## config.mk

```make
export PLATFORM = sky130hd
export DESIGN_NAME = dmem_port_arbiter
export DESIGN_NICKNAME = d
export VERILOG_FILES = /design/src/rtl/dmem_port_arbiter.sv
export SDC_FILE = /design/constraint.sdc
export NUM_CORES = 1
export LEC_CHECK = 0
export ABC_AREA = 1
export ABC_CLOCK_PERIOD_IN_PS = 1370
export CAP_MARGIN = 15
export CORE_ASPECT_RATIO = 1.1
export CORE_MARGIN = 8
export CORE_UTILIZATION = 19
export CTS_CLUSTER_SIZE = 10
export DETAILED_ROUTE_END_ITERATION = 10
export MAX_ROUTING_LAYER = met4
export PLACE_DENSITY = 0.85
export SYNTH_ARGS = -nofsm -noshare
export SYNTH_HDL_FRONTEND = slang
export SYNTH_SLANG_ARGS = --single-unit
```

## constraint.sdc

```tcl
create_clock -name clk -period 1.37 [get_ports clk]
set_input_delay 0.2055 -clock clk [delete_from_list [all_inputs] [get_ports clk]]
set_output_delay 0.2055 -clock clk [all_outputs]
set_load 0.02 [all_outputs]
```

## src/rtl/dmem_port_arbiter.sv

```systemverilog
// -----------------------------------------------------------------------------
// dmem_port_arbiter
//   Shares the single synchronous data-RAM port between instruction fetch (IF)
//   and the load/store unit (LS). At most one request is granted per cycle
//   (combinationally, in the request cycle), and a small FSM remembers who owns
//   the read data that the RAM returns on the following cycle. Byte/half
//   extraction is left to the write-back stage; the full word is routed here.
//
//   LS normally has priority. A streak counter tracks consecutive LS grants
//   taken while IF is waiting; once it reaches STARVE_MAX, IF gets one grant.
//
// Ports
//   clk, rst                     clock (rising edge), synchronous active-high reset
//   if_req/if_addr               IF read request, held until if_gnt
//   if_gnt                       IF request issued to RAM this cycle
//   if_rvalid/if_rdata           IF read word, one cycle after if_gnt
//   ls_req/ls_we/ls_addr         LS request (we=1 store), held until ls_gnt
//   ls_wdata/ls_wstrb            lane-aligned store data and byte enables
//   ls_gnt                       LS request issued to RAM this cycle
//   ls_rvalid/ls_rdata           LS load word, one cycle after a load's ls_gnt
//   ram_en/ram_we/ram_addr/ram_wdata   RAM command (word-aligned address)
//   ram_rdata                    RAM read data, one cycle after a read command
//
// Read-owner FSM
//   state   | meaning
//   S_IDLE  | no read outstanding; RAM data this cycle belongs to nobody
//   S_RD_IF | IF read issued last cycle; RAM data goes to IF
//   S_RD_LS | LS load issued last cycle; RAM data goes to LS
// -----------------------------------------------------------------------------
module dmem_port_arbiter #(
  parameter int AW         = 32,
  parameter int DW         = 32,
  parameter int STARVE_MAX = 4
) (
  input  logic          clk,
  input  logic          rst,

  input  logic          if_req,
  input  logic [AW-1:0] if_addr,
  output logic          if_gnt,
  output logic          if_rvalid,
  output logic [DW-1:0] if_rdata,

  input  logic          ls_req,
  input  logic          ls_we,
  input  logic [AW-1:0] ls_addr,
  input  logic [DW-1:0] ls_wdata,
  input  logic [3:0]    ls_wstrb,
  output logic          ls_gnt,
  output logic          ls_rvalid,
  output logic [DW-1:0] ls_rdata,

  output logic          ram_en,
  output logic [3:0]    ram_we,
  output logic [AW-1:0] ram_addr,
  output logic [DW-1:0] ram_wdata,
  input  logic [DW-1:0] ram_rdata
);

  localparam int SW = $clog2(STARVE_MAX + 1);

  typedef enum logic [1:0] {
    S_IDLE  = 2'd0,
    S_RD_IF = 2'd1,
    S_RD_LS = 2'd2
  } state_e;

  state_e        state_q, state_d;
  logic [SW-1:0] streak_q, streak_d;

  logic          starve;
  logic          store_gnt;

  assign starve = (streak_q == SW'(STARVE_MAX));

  // Grant decision. Reset suppresses every grant so the RAM sees nothing
  // while the arbiter is held.
  always_comb begin
    if_gnt = 1'b0;
    ls_gnt = 1'b0;
    if (!rst) begin
      if (ls_req && !(if_req && starve)) begin
        ls_gnt = 1'b1;
      end else if (if_req) begin
        if_gnt = 1'b1;
      end
    end
  end

  assign store_gnt = ls_gnt & ls_we;

  // RAM command. Low address bits are dropped: the RAM is word addressed and
  // lane selection for stores is carried entirely by ram_we.
  always_comb begin
    ram_en    = if_gnt | ls_gnt;
    ram_addr  = '0;
    ram_we    = 4'b0000;
    ram_wdata = '0;
    if (ls_gnt) begin
      ram_addr = {ls_addr[AW-1:2], 2'b00};
    end else if (if_gnt) begin
      ram_addr = {if_addr[AW-1:2], 2'b00};
    end
    if (store_gnt) begin
      ram_we    = ls_wstrb;
      ram_wdata = ls_wdata;
    end
  end

  // Streak only counts while IF is actually waiting; it saturates so that IF
  // wins every contested cycle until it is served.
  always_comb begin
    streak_d = streak_q;
    if (!if_req || if_gnt) begin
      streak_d = '0;
    end else if (ls_gnt && !starve) begin
      streak_d = streak_q + SW'(1);
    end
  end

  always_comb begin
    state_d = S_IDLE;
    if (if_gnt) begin
      state_d = S_RD_IF;
    end else if (ls_gnt && !ls_we) begin
      state_d = S_RD_LS;
    end
  end

  always_ff @(posedge clk) begin
    if (rst) begin
      state_q  <= S_IDLE;
      streak_q <= '0;
    end else begin
      state_q  <= state_d;
      streak_q <= streak_d;
    end
  end

  // Responses are gated by rst as well so a read issued the cycle before
  // reset is dropped rather than delivered while the block is held.
  always_comb begin
    if_rvalid = !rst && (state_q == S_RD_IF);
    ls_rvalid = !rst && (state_q == S_RD_LS);
    if_rdata  = if_rvalid ? ram_rdata : '0;
    ls_rdata  = ls_rvalid ? ram_rdata : '0;
  end

endmodule
```

# Word-level counts from Yosys, hierarchy flattened
# Index checks and enable logic that the tools add are counted.
[op_classes] reduce_logical=14 addsub=1 n_bitwise=2 muxes=13 eq_ne=3
[ops] cell="$mux 32" n=5
[ops] cell="$logic_and 1x1->1" n=6
[ops] cell="$mux 1" n=6
[ops] cell="$logic_not 1->1" n=5
[ops] cell="$mux 4" n=1
[ops] cell="$reduce_or 2->1" n=2
[ops] cell="$add 3x1->3 const B" n=1
[ops] cell="$eq 3x3->1 const B" n=1
[ops] cell="$eq 2x1->1 const B" n=1
[ops] cell="$eq 2x2->1 const B" n=1
[ops] cell="$mux 2" n=1
[ops] cell="$and 1x1->1" n=1
[ops] cell="$logic_or 1x1->1" n=1
[ops] cell="$or 1x1->1" n=1
[totals] input_bits=137 output_inout_bits=137 elab_cells=36 regBits=5

# Longest topological paths before layout
[depth] depth_word=9 depth_mapped=7 ltp_nobuf=6

# Worst setup path after synthesis
# No wires, ideal clock.
[synth_timing] kind="reg2out" startpoint="register streak_q[0]" endpoint="output ram_wdata[10]" required_time_ps=1165 path_slack_ps=-189 path_buffers=1 t_arrival_ps=1354 path_stages_with_launch=7 cell_sequence="dfxtp_1 > inv_1 > ha_1 > nand3_4 > nand4_4 > buf_6 > nor2_1"
[synth_via] elab_chain_cells=8
[synth_lines] item="start, declared" line="69" rtl="logic [SW-1:0] streak_q, streak_d;"
[synth_lines] item="start signal, assigned" line="136" rtl="streak_q <= streak_d;"
[synth_lines] item="$eq 3x3->1" line="74" rtl="assign starve = (streak_q == SW'(STARVE_MAX));"
[synth_lines] item="$logic_and 1x1->1" line="82" rtl="if (ls_req && !(if_req && starve)) begin"
[synth_lines] item="$logic_not 1->1" line="82"
[synth_lines] item="$logic_and 1x1->1" line="82"
[synth_lines] item="$mux 1" line="82"
[synth_lines] item="$mux 1" line="81" rtl="if (!rst) begin"
[synth_lines] item="$and 1x1->1" line="90" rtl="assign store_gnt = ls_gnt & ls_we;"
[synth_lines] item="$mux 32" line="104" rtl="if (store_gnt) begin"
[synth_lines] item="end, declared" line="56" rtl="output logic [DW-1:0] ram_wdata,"
# Every way passes these cells.

# Worst setup path in the final report
[layout_timing] startpoint="register streak_q[0]" endpoint="output ram_wdata[26]"
# Same word-level chain as after synthesis.

==> flow_summary_export.csv <==
group,metric,value,unit
yosys,synthArstFlopShare,0,%
global_routing,grt_max_degree,22,
layout,area_growth,290,%
yosys,yosys-top-cells-area,"nor2_1, inv_1, nand4_1",
placed_design,dp_hpwl,9.45,mm
yosys,yosysMostFrequentCell,"nor2_1",
yosys,synth_cells,323,
clock_network,cts_root_buf,"clkbuf_8",
timing,max_freq,562,MHz
run_status,violations,"setup timing",
critical_path,worstPathArrival,1.57,ns
global_routing,antenna_found_initial,1,
routing,ant_nets,0,
global_routing,grt_pass1_vias,3946,
critical_path,cp.required,1.16,ns
global_routing,track_usage,25.8,%
yosys,ys_top_cells_by_count,"nor2_1, inv_1, nand2_1, nand3_1, nand4_1",
timing,finalHoldViolCount,0,
die,dieWidth,103,µm
timing,final_max_slew_viol_count,0,
yosys,synth_area_per_cell,4.84,µm²
timing,setup_tns,-27.85,ns
timing,setup_viol,128,
critical_path,cp_max_fo,8,
clock_network,clock_sinks,5,
layout,nets,772,
die,die_h,111,µm
placed_design,port_buffers,267,
global_routing,grt_pass1_wl,22.1,mm
clock_network,worstSkewPairLatency,0.23,ns
routing,drtIter0Drc,91,
yosys,synth_top_area_share,25.7,%
yosys,ys_warn_count,0,
global_routing,overflow,0,
routing,route.vias.total,3506,
routing,routed_via_density,4.73,
timing,fin_hold_ws,0.322,ns
yosys,ys_seq_area_share,6.40,%
clock_network,clk_pin_slew,0.04,ns
power,power_density,312,mW/mm²
critical_path,end_kind,"output pin",
die,fp-row-count,34,
critical_path,cp-start-kind,"register",
yosys,synth.distinct_cells,24,
yosys,synth_seq_cells,5,
layout,seqCellArea,105,µm²
timing,layout_worst_path_cycle_share,130,%
routing,route.detailed.drc,0,
routing,routed_wl,15.2,mm
min_path,hp-class,"in2reg",
routing,first_pass_iters,4,
timing,skew,0.00224,ns
yosys,synth_edf_count,0,
layout,drive_above_1_share,52.5,%
power,peakVddDrop,0.304,mV
timing,worst_slack,-0.408,ns
routing,wire_per_inst,20.5,µm
timing,fin_crit,1.78,ns
clock_network,cts_tree,"built",
clock_network,numCtsBuffers,3,
run_status,status,"finished with violations",
layout,fin_util,76.6,%
die,initial_core_util,19.7,%
job,maxCapViolations,0,
placed_design,pre_cts_ws,-0.899,ns
yosys,yosysTopAreaCell,"nor2_1",
timing,rsz0062_at_grt,"yes",
die,io_pins,274,
critical_path,worstSetupPathType,"reg2out",
yosys,synth_area,0.00156,mm²
layout,nFillCells,512,
clock_network,h-tree-depth,1,
die,die-area,0.0114,mm²
placed_design,place.gp.congestion,0.853,
clock_network,cts.path.max_buffers,2,
power,p_leak,2.82,nW
yosys,ys.flop_type,"dfxtp_1",
layout,multi_input_area,0.00190,mm²
die,core_area,0.00796,mm²
==> worst max-delay path: stages, from the launching register on <==
cell and delay, ns:
dfxtp_2 0.33, inv_2 0.05, ha_4 0.16, nand3_4 0.11, nand4_4 0.12, buf_12 0.19
buf_12 0.15, nor2_4 0.10, buf_6 0.13
==> timing repair <==
item,in CTS,in global routing
gates cloned,12,2
setup buffers,26,7
hold buffers,0,0
setup endpoints to repair,137,136
resized for setup,964,48
pin swaps,11,22
==> per-stage QoR <==
step | power (W) | std cells | area, µm²
final | 0.00190 | 741 | 6090
after global routing | 0.00200 | 741 | 6090
after CTS | 0.00186 | 743 | 6050
after detailed placement | 0.00133 | 701 | 4740
after global placement | 0.00131 | 701 | 4740
after floorplan | 0.000619 | 324 | 1830
==> placed cells by master (no fill, tap or decap), types with 2 or more instances in the layout <==
cell type          n
buf_12            17
nand2_1           30
dfxtp_2            4
nor2_1             4
nand3_4            2
inv_2              4
clkbuf_8           3
nand2_8            3
buf_4             45
nor2_4           103
buf_16             2
clkdlybuf4s50_1  130
clkinv_4           2
inv_1             69
buf_8              9
nand3_1           27
nand2_4            3
nand4_1           30
conb_1             2
nand3_2            5
buf_6            121
==> layer usage <==
metal	vias up	GRT usage [%]	wire [µm]
li1	1609	-	-
met1	1624	24.4	5140
met2	229	47.6	8140
met3	44	5.90	1410
met4	0	11.4	534
met5	-	-	0
==> state kept, by name (all words and copies together), names as in the netlist <==
register,flops
streak_q,3
state_q,2
==> layout make-up <==
cell class                      instances  share of cell area [%]
Timing Repair Buffer                  328                    59.1
Multi-Input combinational cell        219                    31.2
Clock buffer                            4                   0.739
Antenna cell                            1                  0.0411
Tap cell                              108                    2.22
Sequential cell                         5                    1.73
Inverter                               76                    4.89
==> final timing paths <==
kind / slack, ns / from / endpoint / cells past startpoint
worst max-delay path: -0.41 / streak_q[0] / ram_wdata[26] / 8
worst min register to register: 0.67 / streak_q[0] / streak_q[1] / 4
worst min-delay path: 0.32 / rst / state_q[0] / 3
worst max register to register: 0 / streak_q[0] / state_q[1] / 8
==> power by group <==
part | total, W | internal (W) | switching (W) | leakage, nW
registers | 0.000155 | 0.000151 | 0.00000390 | 0.0424
clock network | 0.000279 | 0.000200 | 0.0000791 | 0.0228
logic | 0.00147 | 0.000768 | 0.000701 | 2.75
==> cells by family (layout without fill, tap and decap cells) <==
kind of cell               count (synthesis)  in the layout  synth area share (%)
adders and majority gates                  2              2                  1.60
DFF                                        5              5                  6.40
other                                      1              3                 0.240
xor gates and xnor gates                   1              1                 0.560
and+or+nand+nor                          208            211                  60.7
AOI/OAI and AO/OA                          3              3                 0.960
buffers and inverters                    103            408                  29.5
Note: power is estimated with default switching activity, not from simulation.
